File: src/rtl/ctrl_pkg.sv
// Shared pipeline-control definitions: FSM state encoding, register-address width, x0.
package ctrl_pkg;

    localparam int unsigned REG_ADDR_W = 5;
    localparam int unsigned STATE_W    = 2;

    typedef logic [STATE_W-1:0] state_t;

    localparam logic [STATE_W-1:0] ST_IDLE    = 2'd0;
    localparam logic [STATE_W-1:0] ST_RUN     = 2'd1;
    localparam logic [STATE_W-1:0] ST_MEMWAIT = 2'd2;
    localparam logic [STATE_W-1:0] ST_TIMEOUT = 2'd3;

    localparam logic [REG_ADDR_W-1:0] X0 = '0;

endpackage

File: src/rtl/sat_counter.sv
// Saturating up-counter with synchronous clear; holds at all-ones.
module sat_counter
    import ctrl_pkg::*;
#(
    parameter int unsigned CNT_W = 16
) (
    input  logic             clk,
    input  logic             rst,
    input  logic             inc,
    input  logic             clear,
    output logic [CNT_W-1:0] count
);

    always_ff @(posedge clk or posedge rst) begin
        if (rst) begin
            count <= '0;
        end else if (clear) begin
            count <= '0;
        end else if (inc && (count != {CNT_W{1'b1}})) begin
            count <= count + CNT_W'(1);
        end
    end

endmodule

File: src/rtl/hazard_ctrl.sv
// Pipeline hazard controller: load-use stalls, branch flushes, data-memory waits
// with timeout, plus saturating stall/flush performance counters.
module hazard_ctrl
    import ctrl_pkg::*;
#(
    parameter int unsigned TIMEOUT = 256,
    parameter int unsigned CNT_W   = 16
) (
    input  logic                  clk_i,
    input  logic                  rst_i,
    input  logic                  start_i,
    input  logic                  IDEX_MemRead_i,
    input  logic [REG_ADDR_W-1:0] IDEX_Rd_i,
    input  logic [REG_ADDR_W-1:0] IFID_Rs1_i,
    input  logic [REG_ADDR_W-1:0] IFID_Rs2_i,
    input  logic                  Branch_taken_i,
    input  logic                  mem_req_i,
    input  logic                  mem_ack_i,
    output logic                  PCWrite_o,
    output logic                  IFID_Stall_o,
    output logic                  IFID_Flush_o,
    output logic                  IDEX_Bubble_o,
    output logic                  Pipe_Freeze_o,
    output logic [CNT_W-1:0]      stall_cnt_o,
    output logic [CNT_W-1:0]      flush_cnt_o,
    output logic                  timeout_o
);

    localparam int unsigned WAIT_W = $clog2(TIMEOUT + 1);

    state_t              state;
    state_t              state_nxt;
    logic [WAIT_W-1:0]   wait_cnt;
    logic [WAIT_W-1:0]   wait_nxt;
    logic                timeout_q;
    logic                stall_inc;
    logic                flush_inc;
    logic                memstall;
    logic                luh;

    assign memstall = mem_req_i & ~mem_ack_i;
    assign luh      = IDEX_MemRead_i & (IDEX_Rd_i != X0) &
                      ((IDEX_Rd_i == IFID_Rs1_i) | (IDEX_Rd_i == IFID_Rs2_i));

    always_ff @(posedge clk_i or posedge rst_i) begin
        if (rst_i) begin
            state     <= ST_IDLE;
            wait_cnt  <= '0;
            timeout_q <= 1'b0;
        end else begin
            state    <= state_nxt;
            wait_cnt <= wait_nxt;
            if (state_nxt == ST_TIMEOUT) begin
                timeout_q <= 1'b1;
            end
        end
    end

    // Mealy control: start_i low overrides every state with the IDLE outputs.
    always_comb begin
        state_nxt     = state;
        wait_nxt      = wait_cnt;
        PCWrite_o     = 1'b0;
        IFID_Stall_o  = 1'b0;
        IFID_Flush_o  = 1'b0;
        IDEX_Bubble_o = 1'b0;
        Pipe_Freeze_o = 1'b0;
        stall_inc     = 1'b0;
        flush_inc     = 1'b0;
        if (!start_i) begin
            IFID_Flush_o = 1'b1;
            state_nxt    = ST_IDLE;
            wait_nxt     = '0;
        end else begin
            case (state)
                ST_IDLE: begin
                    IFID_Flush_o = 1'b1;
                    state_nxt    = ST_RUN;
                end
                ST_RUN: begin
                    if (memstall) begin
                        IFID_Stall_o  = 1'b1;
                        Pipe_Freeze_o = 1'b1;
                        stall_inc     = 1'b1;
                        state_nxt     = ST_MEMWAIT;
                        wait_nxt      = WAIT_W'(1);
                    end else if (luh) begin
                        IFID_Stall_o  = 1'b1;
                        IDEX_Bubble_o = 1'b1;
                        stall_inc     = 1'b1;
                    end else if (Branch_taken_i) begin
                        PCWrite_o    = 1'b1;
                        IFID_Flush_o = 1'b1;
                        flush_inc    = 1'b1;
                    end else begin
                        PCWrite_o = 1'b1;
                    end
                end
                ST_MEMWAIT: begin
                    IFID_Stall_o  = 1'b1;
                    Pipe_Freeze_o = 1'b1;
                    stall_inc     = 1'b1;
                    if (mem_ack_i) begin
                        state_nxt = ST_RUN;
                        wait_nxt  = '0;
                    end else if (wait_cnt == WAIT_W'(TIMEOUT)) begin
                        state_nxt = ST_TIMEOUT;
                    end else begin
                        wait_nxt = wait_cnt + WAIT_W'(1);
                    end
                end
                ST_TIMEOUT: begin
                    IFID_Stall_o  = 1'b1;
                    Pipe_Freeze_o = 1'b1;
                end
                default: begin
                    state_nxt = ST_IDLE;
                    wait_nxt  = '0;
                end
            endcase
        end
    end

    assign timeout_o = timeout_q;

    sat_counter #(.CNT_W(CNT_W)) u_stall_cnt (
        .clk   (clk_i),
        .rst   (rst_i),
        .inc   (stall_inc),
        .clear (1'b0),
        .count (stall_cnt_o)
    );

    sat_counter #(.CNT_W(CNT_W)) u_flush_cnt (
        .clk   (clk_i),
        .rst   (rst_i),
        .inc   (flush_inc),
        .clear (1'b0),
        .count (flush_cnt_o)
    );

endmodule

File: config.mk
export PLATFORM = sky130hd
export DESIGN_NAME = hazard_ctrl
export DESIGN_NICKNAME = d
export VERILOG_FILES = /design/src/rtl/ctrl_pkg.sv /design/src/rtl/sat_counter.sv /design/src/rtl/hazard_ctrl.sv
export SDC_FILE = /design/constraint.sdc
export NUM_CORES = 1
export LEC_CHECK = 0
export BUFFER_PORTS_ARGS = -buffer_cell sky130_fd_sc_hd__clkbuf_2
export CAP_MARGIN = 25
export CORE_AREA = 4 4 75 77
export DETAILED_ROUTE_END_ITERATION = 8
export DIE_AREA = 0 0 79 81
export GPL_ROUTABILITY_DRIVEN = 0
export MAX_ROUTING_LAYER = met4
export PLACE_DENSITY_LB_ADDON = 0.2
export SLEW_MARGIN = 25
export SYNTH_ARGS = -nofsm -noshare
export SYNTH_HDL_FRONTEND = slang
export SYNTH_SLANG_ARGS = --single-unit
File: constraint.sdc
create_clock -name clk_i -period 2.75 [get_ports clk_i]
set_input_delay 0.275 -clock clk_i [delete_from_list [all_inputs] [get_ports clk_i]]
set_output_delay 0.275 -clock clk_i [all_outputs]
set_load 0.02 [all_outputs]
==> Implementation_results.wiki <==
{| class="wikitable"
! Metric !! Value
|-
| Netlist Area Pre-Place || 0.00265 sq mm
|-
| Count leader, synth || sky130_fd_sc_hd__dfrtp_1
|-
| Fin Setup TNS || 0 ps
|-
| Footprint of the multi-input gates || approximately 0.0015 sq mm
|-
| Chip width || just under 80 microns
|-
| Most used flip-flop cell after synthesis || sky130_fd_sc_hd__dfrtp_1
|-
| Worst-skew pair later-pin latency || 310 ps
|-
| Setup repair after global routing missed its margin || false
|-
| Highest fanout seen on the critical path || 15
|-
| Area enclosed by the die boundary || roughly 0.0064 sq mm
|-
| Mean post-synth cell area || between 9 and 10 sq um
|-
| Tot GR Track Use || approximately 19%
|-
| Kind of end point of the critical path || flop
|-
| Total Power Consumption || between 0.0015 and 0.002 W
|-
| Flip-flop and latch area || around 0.0011 sq mm
|-
| Post-route minimum period || about 2200 ps
|-
| Buffers added on ports || 59
|-
| Grt ovf || 0
|-
| Cell taking the most area after synthesis || sky130_fd_sc_hd__dfrtp_1
|-
| Arrival @ worst endpoint || about 2400 ps
|-
| Syn Inst Count || about 270
|-
| Data required time at the worst endpoint || 2940 ps
|-
| Sequential power share || approximately 50%
|-
| Total count of max-transition violations in the final report || 0
|-
| Net Sw Power || 0.000508 W
|-
| Floorplan Core Area || approximately 0.005 sq mm
|-
| Number of search-and-repair iterations in the first detailed-routing pass || 4
|-
| Synthesized net count || a little under 300
|-
| Warnings from Yosys || 0
|-
| Bufs on Longest Clock Path || 2
|-
| Part of the cycle the worst path needs || about four fifths
|-
| Post-route worst hold slack || between 300 and 400 ps
|-
| CTS sink cnt || 44
|-
| First-pass GRT wire length || around 9000 microns
|-
| Seq/Total Area, Yosys || a little over two fifths
|-
| Layout area overhead || 17.2%
|-
| DRC violation total after the first TritonRoute iteration || just over 80
|-
| Number of global-route vias before repair || 2,034
|-
| Fraction of the core area covered by cells at the end of the flow || 61.9%
|-
| Worst Path Class, Setup || flop to flop
|-
| Minimum setup slack among reg-to-reg paths || 520 ps
|-
| Post-route antenna net violation count || 0
|-
| Largest net degree at the start of global routing || 32
|-
| Fillers || 437
|-
| Kind of launch point of the worst setup path || flop
|-
| Post-CTS Repair Setup Buffers || 0
|-
| Total wire length || approximately 5500 microns
|-
| Reg clk slew, reported paths || around 90 ps
|-
| DP Wirelength || just over 4000 microns
|-
| Placement row count || 26
|-
| Sw Share || between 30% and 40%
|-
| Post-detailed-route wirelength per cell || about 14 microns
|-
| DRC violation count after routing || 0
|-
| Number of enable-type register cells in the synthesized netlist || 0
|-
| Via density per instance || about 5.3
|-
| Setup violators final || 0
|-
| Fraction of post-synthesis cell area in the top cell type by area || a little over two fifths
|-
| Worst clock skew on the final layout || 10.3 ps
|-
| Max Fclk || ~450 MHz
|-
| Number of synthesized register bits || 44
|-
| Internal cell power || around 0.0010 W
|-
| Total inserted antenna cells || 0
|-
| Dominant cells by area after synthesis || sky130_fd_sc_hd__dfrtp_1 42%, sky130_fd_sc_hd__xor2_1 7.9%, sky130_fd_sc_hd__xnor2_1 6.3%, sky130_fd_sc_hd__ha_1 4.3%, sky130_fd_sc_hd__nand3_1 4.0%
|-
| Transition at the pin with the smallest max-transition slack || about 660 ps
|-
| Status || finished clean
|-
| Highest ir drop seen on vdd || 358 uV
|-
| Number of buffers created by CTS || 5
|-
| CTS tree || built
|-
| Hold Path Class || primary input to flop
|-
| Antenna violations before repair || 0
|-
| Number of endpoints with negative hold slack in the final report || 0
|-
| Root buffer cell || sky130_fd_sc_hd__clkbuf_8
|-
| Async SR Flop Fraction || 100%
|-
| Max H-tree Level || 2
|-
| Initial cell density of the core || about 53%
|-
| Die height || between 80 and 90 microns
|-
| Ranking of synthesized cells by instance count || 44 x sky130_fd_sc_hd__dfrtp_1, 24 x sky130_fd_sc_hd__xor2_1, 23 x sky130_fd_sc_hd__nand2_1
|-
| Fraction of power consumed by the clock network || 27.8%
|-
| Vias || ~2,100
|-
| # Max-Cap Violations || 0
|-
| Number of library cell types mapped by synthesis || between 40 and 50
|-
| Logic pwr share || about 22%
|-
| Proportion of layout cells with a drive suffix above 1 || approximately a quarter
|-
| Power Density || 486 mW/mm^2
|-
| Final Net Count || between 300 and 400
|-
| Normalized max-slew margin || between 50% and 60%
|-
| Static Leakage || ~1.5 nW
|-
| Number of placed I/O pins || 60
|}
-- registers in the layout, indices dropped and copies added (netlist names) --
name,count
state,2
timeout_o,1
u_flush_cnt.count,16
u_stall_cnt.count,16
wait_cnt,9
-- per-stage QoR --
stage                     setup slack (ps)  cells  instance area, sq um
final                                  521    398                  3100
after global routing                   347    398                  3100
after CTS                              535    398                  3100
after detailed placement               518    389                  3000
after global placement                 553    389                  3000
after floorplan                        689    265                  2650
-- repair_timing --
item | 4_1_cts | 5_1_grt
hold buffers | 1 | 0
hold endpoints to repair | 22 | 0
gates resized for setup | 0 | 0
endpoints found under the setup margin | 0 | 0
-- metal layers --
layer  routed length (microns)  part of all wire, %  track usage [%]
met2                      2590                   47             29.7
met5                         0                    0                -
met1                      2530                   46             23.4
met4                        75                  1.4             5.67
met3                       259                  4.7             4.55
-- critical path, stage by stage, from the launching register on --
cell and delay (ps):
sky130_fd_sc_hd__dfrtp_1 430, sky130_fd_sc_hd__inv_1 110, sky130_fd_sc_hd__ha_1 320, sky130_fd_sc_hd__nand3_1 170
sky130_fd_sc_hd__o31ai_4 570, sky130_fd_sc_hd__nand2_1 200, sky130_fd_sc_hd__mux2_2 300
-- cell families after synthesis --
group	count (synthesis)	share of synthesized area (%)
xor gates and xnor gates	43	14.2
muxes	5	2.13
adders and majority gates	9	4.26
AOI/OAI and AO/OA	21	6.91
and+or+nand+nor	129	28.1
DFF	44	41.6
buffers and inverters	14	2.74
-- worst paths after layout --
kind                       startpoint                    end  cells after the start
max                          state[1]   u_stall_cnt.count[1]                      6
min reg2reg                 timeout_o              timeout_o                      1
min in group asynchronous       rst_i  u_stall_cnt.count[11]                      3
max in group asynchronous       rst_i   u_flush_cnt.count[8]                      4
max reg2reg                  state[1]   u_stall_cnt.count[1]                      6
min                         mem_ack_i            wait_cnt[0]                      4
-- layout make-up --
cell class,instances,area share (%)
inverters,7,0.888
clock inverters,3,0.767
well taps,70,2.82
multi-input cells,207,47.5
repair buffers,62,10.3
flip-flops and latches,44,35.5
clock buffers,5,2.22
-- power by group through the flow --
stage	clock network [W]	logic, W	registers (W)
after global routing	0.000455	0.000372	0.000764
after detailed placement	0	0.000333	0.000766
final	0.000419	0.000332	0.000755
after floorplan	0	0.000182	0.000807
after CTS	0.000433	0.000336	0.000753
after global placement	0	0.000325	0.000765
-- cells in the final DEF (no fill, tap or decap), drive strengths merged --
cell type    synthesis  layout
a211oi               1       1
a21o                 3       3
a21oi                3       3
a22oi                1       1
a32o                 1       1
a32oi                1       1
and2                 3       3
and3                 9       9
and4                 4       4
buf                  4       2
clkbuf               3      64
clkinv               0       2
clkinvlp             0       2
dfrtp               44      44
dlygate4sd3          0       1
ha                   9       9
inv                  7       6
mux2                 5       5
nand2               23      23
nand2b               2       2
nand3               22      22
nand3b               2       2
nand4               10      10
nor2                20      20
nor2b                4       4
nor3                16      16
nor3b                1       1
nor4                 9       9
nor4b                1       1
nor4bb               1       1
o211ai               1       1
o21ai                7       7
o221a                1       1
o221ai               1       1
o31ai                1       1
or3                  1       1
or4                  1       1
xnor2               19      19
xor2                24      24
Power figures use the tool's default switching activity.
